===== src/rtl/mmio_pkg.sv =====
// Shared constants and state encoding for the CPU-to-peripheral MMIO bridge.
package mmio_pkg;

  localparam int unsigned DefAddrW   = 16;
  localparam int unsigned DefDataW   = 16;
  localparam int unsigned DefRegMsb  = 15;
  localparam int unsigned DefRegLsb  = 13;
  localparam int unsigned DefNumCh   = 4;
  localparam int unsigned DefTimeout = 15;

  // Returned for unmapped or timed-out loads; sliced down to DATA_W by users.
  localparam logic [63:0] MMIO_ERR_DATA = '1;

  typedef logic [1:0] state_t;

  localparam state_t StIdle = 2'd0;
  localparam state_t StReq  = 2'd1;
  localparam state_t StDone = 2'd2;

  function automatic int unsigned ch_width(input int unsigned num_ch);
    return (num_ch > 1) ? $clog2(num_ch) : 1;
  endfunction

endpackage


===== src/rtl/mmio_decode.sv =====
// Region decode: splits the CPU address space into internal memory and external channels.
module mmio_decode
  import mmio_pkg::*;
#(
  parameter int unsigned ADDR_W  = DefAddrW,
  parameter int unsigned REG_MSB = DefRegMsb,
  parameter int unsigned REG_LSB = DefRegLsb,
  parameter int unsigned NUM_CH  = DefNumCh,
  parameter int unsigned CH_W    = ch_width(DefNumCh)
) (
  input  logic [ADDR_W-1:0] cpu_addr,
  output logic              is_ext,
  output logic              is_mapped,
  output logic [CH_W-1:0]   ch_idx
);

  localparam int unsigned RegW = REG_MSB - REG_LSB + 1;

  logic [RegW-1:0]   region;
  logic [RegW-1:0]   region_m1;
  logic [ADDR_W-1:0] unused_addr;

  assign region      = cpu_addr[REG_MSB:REG_LSB];
  assign region_m1   = region - RegW'(1);
  assign is_ext      = (region != '0);
  assign is_mapped   = is_ext && (region <= RegW'(NUM_CH));
  assign ch_idx      = CH_W'(region_m1);
  assign unused_addr = cpu_addr;

endmodule


===== src/rtl/mmio_bridge.sv =====
// MMIO bridge: routes CPU data accesses to internal memory or to a handshaked external channel.
// Optional wait-state timeout is built when MMIO_TIMEOUT_EN is defined.
module mmio_bridge
  import mmio_pkg::*;
#(
  parameter int unsigned ADDR_W  = DefAddrW,
  parameter int unsigned DATA_W  = DefDataW,
  parameter int unsigned REG_MSB = DefRegMsb,
  parameter int unsigned REG_LSB = DefRegLsb,
  parameter int unsigned NUM_CH  = DefNumCh,
  parameter int unsigned TIMEOUT = DefTimeout
) (
  input  logic                     clk,
  input  logic                     rst,
  input  logic [ADDR_W-1:0]        cpu_addr,
  input  logic [DATA_W-1:0]        cpu_wdata,
  input  logic                     cpu_re,
  input  logic                     cpu_we,
  output logic [DATA_W-1:0]        cpu_rdata,
  output logic                     cpu_stall,
  output logic                     dm_re,
  output logic                     dm_we,
  input  logic [DATA_W-1:0]        dm_rdata,
  output logic [NUM_CH-1:0]        ch_req,
  output logic                     ch_we,
  output logic [ADDR_W-1:0]        ch_addr,
  output logic [DATA_W-1:0]        ch_wdata,
  input  logic [NUM_CH-1:0]        ch_ack,
  input  logic [NUM_CH*DATA_W-1:0] ch_rdata,
  output logic                     err,
  input  logic                     err_clr
);

  localparam int unsigned ChW = ch_width(NUM_CH);

  logic            is_ext;
  logic            is_mapped;
  logic [ChW-1:0]  dec_idx;

  mmio_decode #(
    .ADDR_W  (ADDR_W),
    .REG_MSB (REG_MSB),
    .REG_LSB (REG_LSB),
    .NUM_CH  (NUM_CH),
    .CH_W    (ChW)
  ) u_decode (
    .cpu_addr  (cpu_addr),
    .is_ext    (is_ext),
    .is_mapped (is_mapped),
    .ch_idx    (dec_idx)
  );

  state_t              state_q, state_d;
  logic [NUM_CH-1:0]   ch_req_q, ch_req_d;
  logic                ch_we_q, ch_we_d;
  logic [ADDR_W-1:0]   ch_addr_q, ch_addr_d;
  logic [DATA_W-1:0]   ch_wdata_q, ch_wdata_d;
  logic [ChW-1:0]      ch_idx_q, ch_idx_d;
  logic [DATA_W-1:0]   rdata_q, rdata_d;
  logic                err_q, err_d;
  logic                err_set;

  logic                access;
  logic                ext_start;
  logic [NUM_CH-1:0]   req_onehot;
  logic                ack_hit;
  logic [DATA_W-1:0]   sel_rdata;

`ifdef MMIO_TIMEOUT_EN
  localparam int unsigned TmoW = $clog2(TIMEOUT + 1);
  logic [TmoW-1:0] tmo_q, tmo_d;
`else
  localparam int unsigned UnusedTimeout = TIMEOUT;
`endif

  assign access    = cpu_re | cpu_we;
  assign ext_start = (state_q == StIdle) && is_ext && access;

  always_comb begin
    req_onehot = '0;
    ack_hit    = 1'b0;
    sel_rdata  = '0;
    for (int i = 0; i < int'(NUM_CH); i++) begin
      if (dec_idx == ChW'(i)) req_onehot[i] = 1'b1;
      if (ch_idx_q == ChW'(i)) begin
        ack_hit   = ch_ack[i];
        sel_rdata = ch_rdata[i*DATA_W +: DATA_W];
      end
    end
  end

  always_comb begin
    state_d    = state_q;
    ch_req_d   = ch_req_q;
    ch_we_d    = ch_we_q;
    ch_addr_d  = ch_addr_q;
    ch_wdata_d = ch_wdata_q;
    ch_idx_d   = ch_idx_q;
    rdata_d    = rdata_q;
    err_set    = 1'b0;
`ifdef MMIO_TIMEOUT_EN
    tmo_d      = tmo_q;
`endif
    unique case (state_q)
      StIdle: begin
        if (ext_start) begin
          ch_addr_d  = cpu_addr;
          ch_wdata_d = cpu_wdata;
          // A simultaneous load and store is treated as a store.
          ch_we_d    = cpu_we;
          ch_idx_d   = dec_idx;
          if (is_mapped) begin
            state_d  = StReq;
            ch_req_d = req_onehot;
`ifdef MMIO_TIMEOUT_EN
            tmo_d    = '0;
`endif
          end else begin
            state_d = StDone;
            rdata_d = MMIO_ERR_DATA[DATA_W-1:0];
            err_set = 1'b1;
          end
        end
      end
      StReq: begin
        if (ack_hit) begin
          if (!ch_we_q) rdata_d = sel_rdata;
          ch_req_d = '0;
          state_d  = StDone;
        end
`ifdef MMIO_TIMEOUT_EN
        else if (tmo_q == TmoW'(TIMEOUT - 1)) begin
          rdata_d  = MMIO_ERR_DATA[DATA_W-1:0];
          err_set  = 1'b1;
          ch_req_d = '0;
          state_d  = StDone;
        end else begin
          tmo_d = tmo_q + TmoW'(1);
        end
`endif
      end
      // The CPU consumes the result now; returning to idle unconditionally keeps the
      // still-held request from being relaunched.
      StDone:  state_d = StIdle;
      default: state_d = StIdle;
    endcase
  end

  // Set takes priority over a same-cycle clear.
  assign err_d = err_set | (err_q & ~err_clr);

  always_ff @(posedge clk) begin
    if (rst) begin
      state_q    <= StIdle;
      ch_req_q   <= '0;
      ch_we_q    <= 1'b0;
      ch_addr_q  <= '0;
      ch_wdata_q <= '0;
      ch_idx_q   <= '0;
      rdata_q    <= '0;
      err_q      <= 1'b0;
    end else begin
      state_q    <= state_d;
      ch_req_q   <= ch_req_d;
      ch_we_q    <= ch_we_d;
      ch_addr_q  <= ch_addr_d;
      ch_wdata_q <= ch_wdata_d;
      ch_idx_q   <= ch_idx_d;
      rdata_q    <= rdata_d;
      err_q      <= err_d;
    end
  end

`ifdef MMIO_TIMEOUT_EN
  always_ff @(posedge clk) begin
    if (rst) tmo_q <= '0;
    else     tmo_q <= tmo_d;
  end
`endif

  assign cpu_stall = ext_start || (state_q == StReq);
  assign dm_re     = (state_q == StIdle) && !is_ext && cpu_re;
  assign dm_we     = (state_q == StIdle) && !is_ext && cpu_we;
  assign cpu_rdata = (state_q == StDone) ? rdata_q : dm_rdata;
  assign ch_req    = ch_req_q;
  assign ch_we     = ch_we_q;
  assign ch_addr   = ch_addr_q;
  assign ch_wdata  = ch_wdata_q;
  assign err       = err_q;

endmodule


===== config.mk =====
export PLATFORM = sky130hd
export DESIGN_NAME = mmio_bridge
export DESIGN_NICKNAME = d
export VERILOG_FILES = /design/src/rtl/mmio_pkg.sv /design/src/rtl/mmio_decode.sv /design/src/rtl/mmio_bridge.sv
export SDC_FILE = /design/constraint.sdc
export NUM_CORES = 1
export LEC_CHECK = 0
export CAP_MARGIN = 5
export CORE_MARGIN = 2
export CORE_UTILIZATION = 38
export DETAILED_ROUTE_END_ITERATION = 7
export PLACE_DENSITY = 0.81
export SYNTH_ARGS = -nofsm -noshare
export SYNTH_HDL_FRONTEND = slang
export SYNTH_SLANG_ARGS = --single-unit

===== constraint.sdc =====
create_clock -name clk -period 2.1 [get_ports clk]
set_clock_uncertainty 0.05 [all_clocks]
set_input_delay 0.21 -clock clk [delete_from_list [all_inputs] [get_ports clk]]
set_output_delay 0.21 -clock clk [all_outputs]
set_load 0.01 [all_outputs]

Word-level counts from Yosys, hierarchy flattened. Index checks and enable logic that the tools add are counted.

Register bits: 58. Input bits: 121. Output and inout bits: 57. Word-level logic and storage cells: 73.

Add/subtract/negate cells: 1. Magnitude comparators: 1. Equal/unequal tests: 13. Multiplexer cells: 29. Bitwise logic cells: 4. Reductions and logical operators: 17.

Operator list (number): 16-bit two-way mux (9); 16-bit case mux with 2 select lines (1); 4-bit two-way mux (3); 1-bit two-way mux (11); 2-bit == test (second input constant) (5); 2-bit inequality test (second input constant) (5); 4-bit case mux with 2 select lines (1); 2-bit by 1-bit == test with 1-bit output (second input constant) (3); 1-bit logical AND (6); 2-bit logical NOT (3); 2-bit two-way mux (3); 5-bit AND reduction (1); 2-bit case mux with 2 select lines (1); 2-bit AND reduction (2); 4-bit AND reduction (1); 3-bit <= comparator (second input constant) (1); 3-bit nonzero test (1); 1-bit bitwise OR (2); 2-bit nonzero test (1); 2-bit by 1-bit subtractor with 2-bit output (second input constant) (1); 1-bit AND (1); 1-bit logical NOT (1); 1-bit logical OR (1); 1-bit inverter (1).

Depth between registers and ports, before layout.
Depth in word-level cells: 8. Depth in mapped cells: 8. Gate-level depth less buffers: 7.

Modules after synthesis. Synthesis repeated with hierarchy kept, for this count alone.

Cell total of the unflattened synthesis: 330. Area, all modules: 2966.6 um^2.

Modules (own cells, without submodules): mmio_bridge (instances 1, cells an instance 323, area an instance 2922.8 um^2, sequential area each 1161.1 um^2); mmio_decode (instances 1, cells an instance 7, area an instance 43.8 um^2, sequential area each 0.0 um^2).

Worst setup path before layout. OpenSTA, ideal clock, no wires.

Path type: input port to flip-flop. Start point: input port cpu_addr[13]. End point: register ch_req_q[0] (netlist: ch_req[0]). Setup time: 0.117 ns. Arrival: 1.555 ns. Required time: 1.933 ns. Setup slack: 0.378 ns. Cell stages on the path: 7. Path buffers: 0. Cells stage by stage: inv_1 -> ha_1 -> ha_1 -> o21bai_1 -> a21oi_1 -> a31oi_4 -> a22o_1.

Cells in the longest elaborated chain, start to end: 6. Elaborated cells on any way between the ends: 14. Those cells by class: add/sub: 1; order compare: 1; eq/ne: 2; mux: 4; reduce/logical: 6.

RTL lines: from (decl) (RTL line mmio_bridge.sv:15) `input logic [ADDR_W-1:0] cpu_addr,`; 2-bit by 1-bit subtractor with 2-bit output (RTL line mmio_decode.sv:24) `assign region_m1 = region - RegW'(1);`; 2-bit logical NOT (RTL line mmio_bridge.sv:84) `if (dec_idx == ChW'(i)) req_onehot[i] = 1'b1;`; 1-bit two-way mux (RTL line mmio_bridge.sv:84); 4-bit two-way mux (RTL line mmio_bridge.sv:112) `if (is_mapped) begin`; 4-bit two-way mux (RTL line mmio_bridge.sv:106) `if (ext_start) begin`; 4-bit case mux with 2 select lines (RTL line mmio_bridge.sv:104) `unique case (state_q)`; to (signal assigned) (RTL line mmio_bridge.sv:164) `ch_req_q <= ch_req_d;`; to (decl) (RTL line mmio_bridge.sv:54) `logic [NUM_CH-1:0] ch_req_q, ch_req_d;`.

Several ways; a longest one is shown, not always the timed one. The select of a mux whose other input is x is not followed. A chain may end at the register's enable or synchronous reset.

Worst setup path in the final report.
Start point: input port cpu_addr[13]. End point: output port cpu_stall.

Cells in the longest elaborated chain, start to end: 4.

RTL lines: 3-bit nonzero test (RTL line mmio_decode.sv:25) `assign is_ext = (region != '0);`; 1-bit logical AND (2 in a row) (RTL line mmio_bridge.sv:77) `assign ext_start = (state_q == StIdle) && is_ext && access;`; 1-bit logical OR (RTL line mmio_bridge.sv:181) `assign cpu_stall = ext_start || (state_q == StReq);`; to (decl) (RTL line mmio_bridge.sv:20) `output logic cpu_stall,`.

Every way passes these cells.

==> results.yml <==
run_status:
  outcome: "finished clean"
critical_path:
  cp_slowest_cell: "clkdlybuf4s50_1"
  start_kind: "input port"
  crit_fanout: 3
  startpoint: "cpu_addr[13]"
  rr_startpoint: "state_q[1]$_SDFFE_PP0P_"
  reg2reg_slack_ns: 0.36
  crit_path_frequent_cell: "ha_2"
  worst_setup_path_end_kind: "output port"
  critical_path_class: "input port to output port"
  ff2ff_path_depth: 5
  endpoint: "cpu_stall"
  cp.required_ns: 1.84
  worstReg2RegEnd: "ch_req[0]$_SDFFE_PP0P_"
  path_cells: "clkdlybuf4s50_1, inv_1, ha_2, ha_2, o21bai_1, a21oi_1, buf_4, buf_2"
  crit_arrival_ns: 1.76
  critPathMaxStageDelay_ns: 0.49
clocking:
  post_cts_buffers: 0
  cts_sinks: 58
  cts_hold_buf: 0
  clk_latency_ns: 0.32
  clock-root-buffer: "clkbuf_8"
  clockBufferDepth: 2
  cts_tree: "yes"
  clk_pin_slew_ns: 0.06
  cts_made_buffers: 9
  htreeDepth: 3
timing:
  fin_setup_tns_ns: 0
  maxSlewHeadroom: 0.639
  setup_viol: 0
  timing.final.hold_violations: 0
  tightest_slew_ns: 0.541
  rsz0062_at_grt: "false"
  max_freq_ghz: 0.494
  period_share: 0.963
  holdWs_ns: 0.271
  finalMaxSlewViolations: 0
  final.min_clock_period_ns: 2.02
floorplan:
  die_width_um: 92.3
  io_pins: 178
  floorplan.initialDensity: 0.387
  die-area_um2: 8520
  rows: 32
  die_h_um: 92.3
  coreArea_um2: 7650
drt:
  vias: 3160
  routed_wl_um: 8920
  wl_per_cell_um: 14.1
  viasPerCell: 5.00
  drc: 0
  drtAntennaViolNets: 0
  first_pass_iters: 4
  dr.first_iter.drc_count: 65
place:
  dp.cells: 618
  portBuffers: 177
  globalplace.congestion: 0.789
  dp_hpwl_um: 6860
synthesis:
  syn_inst: 341
  synth_top_area_frac: 0.392
  syn-num-nets: 467
  synth.cell_area_um2: 2960
  ys_ff_latch: 58
  synth-seq-area-share: 0.392
  ys_types: 32
  synth_top_area_cell: "dfxtp_1"
  async_reset_ff_frac: 0
  ys_warn_count: 0
  syn_avg_cell_area_um2: 8.69
  synth_edf_count: 0
  synth_flop_cell: "dfxtp_1"
  synthTopCellsByArea: "dfxtp_1 (39%), mux2i_1 (12%), a21oi_1 (8.8%)"
flow_run:
  cap_violations: 0
grt:
  grt_max_degree: 36
  grt_pass1_wl_um: 14700
  grt_use_total: 0.214
  grt_pass1_vias: 3209
  grt-ovfl-total: 0
  antenna_found_initial: 0
cells_and_area:
  fin_util: 0.675
  seq_area_um2: 1160
  syn2layout_area_growth_pct: 74.3
  layout-drive-gt1-share: 0.123
  fin_cells: 632
  nFillCells: 632
  mostFrequentLayoutCells: "clkdlybuf4s50_1 (157), nand2_1 (68), dfxtp_1 (57)"
  final_common_cell: "clkdlybuf4s50_1"
  layout.nets: 653
  multi_input_area_um2: 1650
  n_antenna_cell: 0
worst_hold_path:
  hold_path_class: "input port to flip-flop"
pwr:
  p_leak_uw: 0.00214
  max-vdd-ir-drop_uv: 555
  power_uw: 3480
  p_per_area_nw_per_um2: 674
-- kinds of logic after synthesis --
kind of cell | count (synthesis) | share of synthesized area
DFF | 58 | 0.392
adders and majority gates | 5 | 0.0211
buffers and inverters | 32 | 0.0562
muxes | 52 | 0.183
AOI/OAI and AO/OA | 97 | 0.205
and+or+nand+nor | 97 | 0.143
-- sequential cells by signal, summed over array words and instances, names as in the netlist --
| register | count |
|---|---|
| ch_addr | 16 |
| ch_idx_q | 2 |
| ch_req | 4 |
| ch_wdata | 16 |
| ch_we | 1 |
| err | 1 |
| rdata_q | 16 |
| state_q | 2 |
-- worst min path at each step --
stage,startpoint,end,cells after the start
floorplan,cpu_addr[0],ch_addr[0]$_SDFFE_PP0P_,2
global placement,ch_addr[12]$_SDFFE_PP0P_,ch_addr[12]$_SDFFE_PP0P_,2
detailed placement,ch_wdata[14]$_SDFFE_PP0P_,ch_wdata[14]$_SDFFE_PP0P_,2
CTS,rst,ch_idx_q[0]$_SDFFE_PP0P_,2
global route,rst,ch_idx_q[0]$_SDFFE_PP0P_,2
finish,rst,ch_idx_q[0]$_SDFFE_PP0P_,2
-- synthesized netlist by cell type, drive strengths merged (2+ instances only) --
library cell and instances:
nor3b 2, and3 3, clkbuf 10, buf 16
a22oi 17, mux2i 36, nand3 16, dfxtp 58
nand2 68, inv 6, mux2 16, a21oi 52
nor2 5, o21ai 16, ha 5, a22o 5
-- layer usage --
| layer | vias to the layer above | wire length [µm] | GRT usage |
|---|---|---|---|
| met1 | 1458 | 3680 | 0.243 |
| met4 | 0 | 175 | 0.0634 |
| met3 | 14 | 642 | 0.0723 |
| met2 | 111 | 4420 | 0.377 |
| met5 | - | 0 | 0 |
| li1 | 1577 | - | - |
-- critical path, delay by kind of cell --
| family | cells | cell delay (ns) |
|---|---|---|
| compound gates | 2 | 0.35 |
| buf+inv | 4 | 0.84 |
| fa+ha+maj | 2 | 0.35 |
-- where the power goes --
| group | switching [µW] | total, µW | internal, µW |
|---|---|---|---|
| registers | 68.4 | 1300 | 1230 |
| logic | 512 | 1180 | 673 |
| clock network | 397 | 992 | 595 |
| total | 977 | 3480 | 2500 |
-- area by class of cell --
class | count | area share
clock buffer | 11 | 0.0293
clock inverter | 3 | 0.00776
inverter | 6 | 0.00436
tap | 102 | 0.0247
multi-input combinational | 251 | 0.319
sequential | 58 | 0.225
timing repair buffer | 201 | 0.390
-- metrics by stage --
stage / cell area (µm²) / setup slack [ns]
final: 5160 / 0.0773
after global routing: 5160 / 0.0000512
after CTS: 5120 / 0.0141
after detailed placement: 4940 / -0.386
after global placement: 4940 / -0.290
after floorplan: 2960 / 0.378
-- timing repair --
item | 4_1_cts | 5_1_grt
resized for setup | 7 | 17
endpoints found under the setup margin | 4 | 17
pin swaps | 1 | 1
Note: power is estimated with default switching activity, not from simulation.
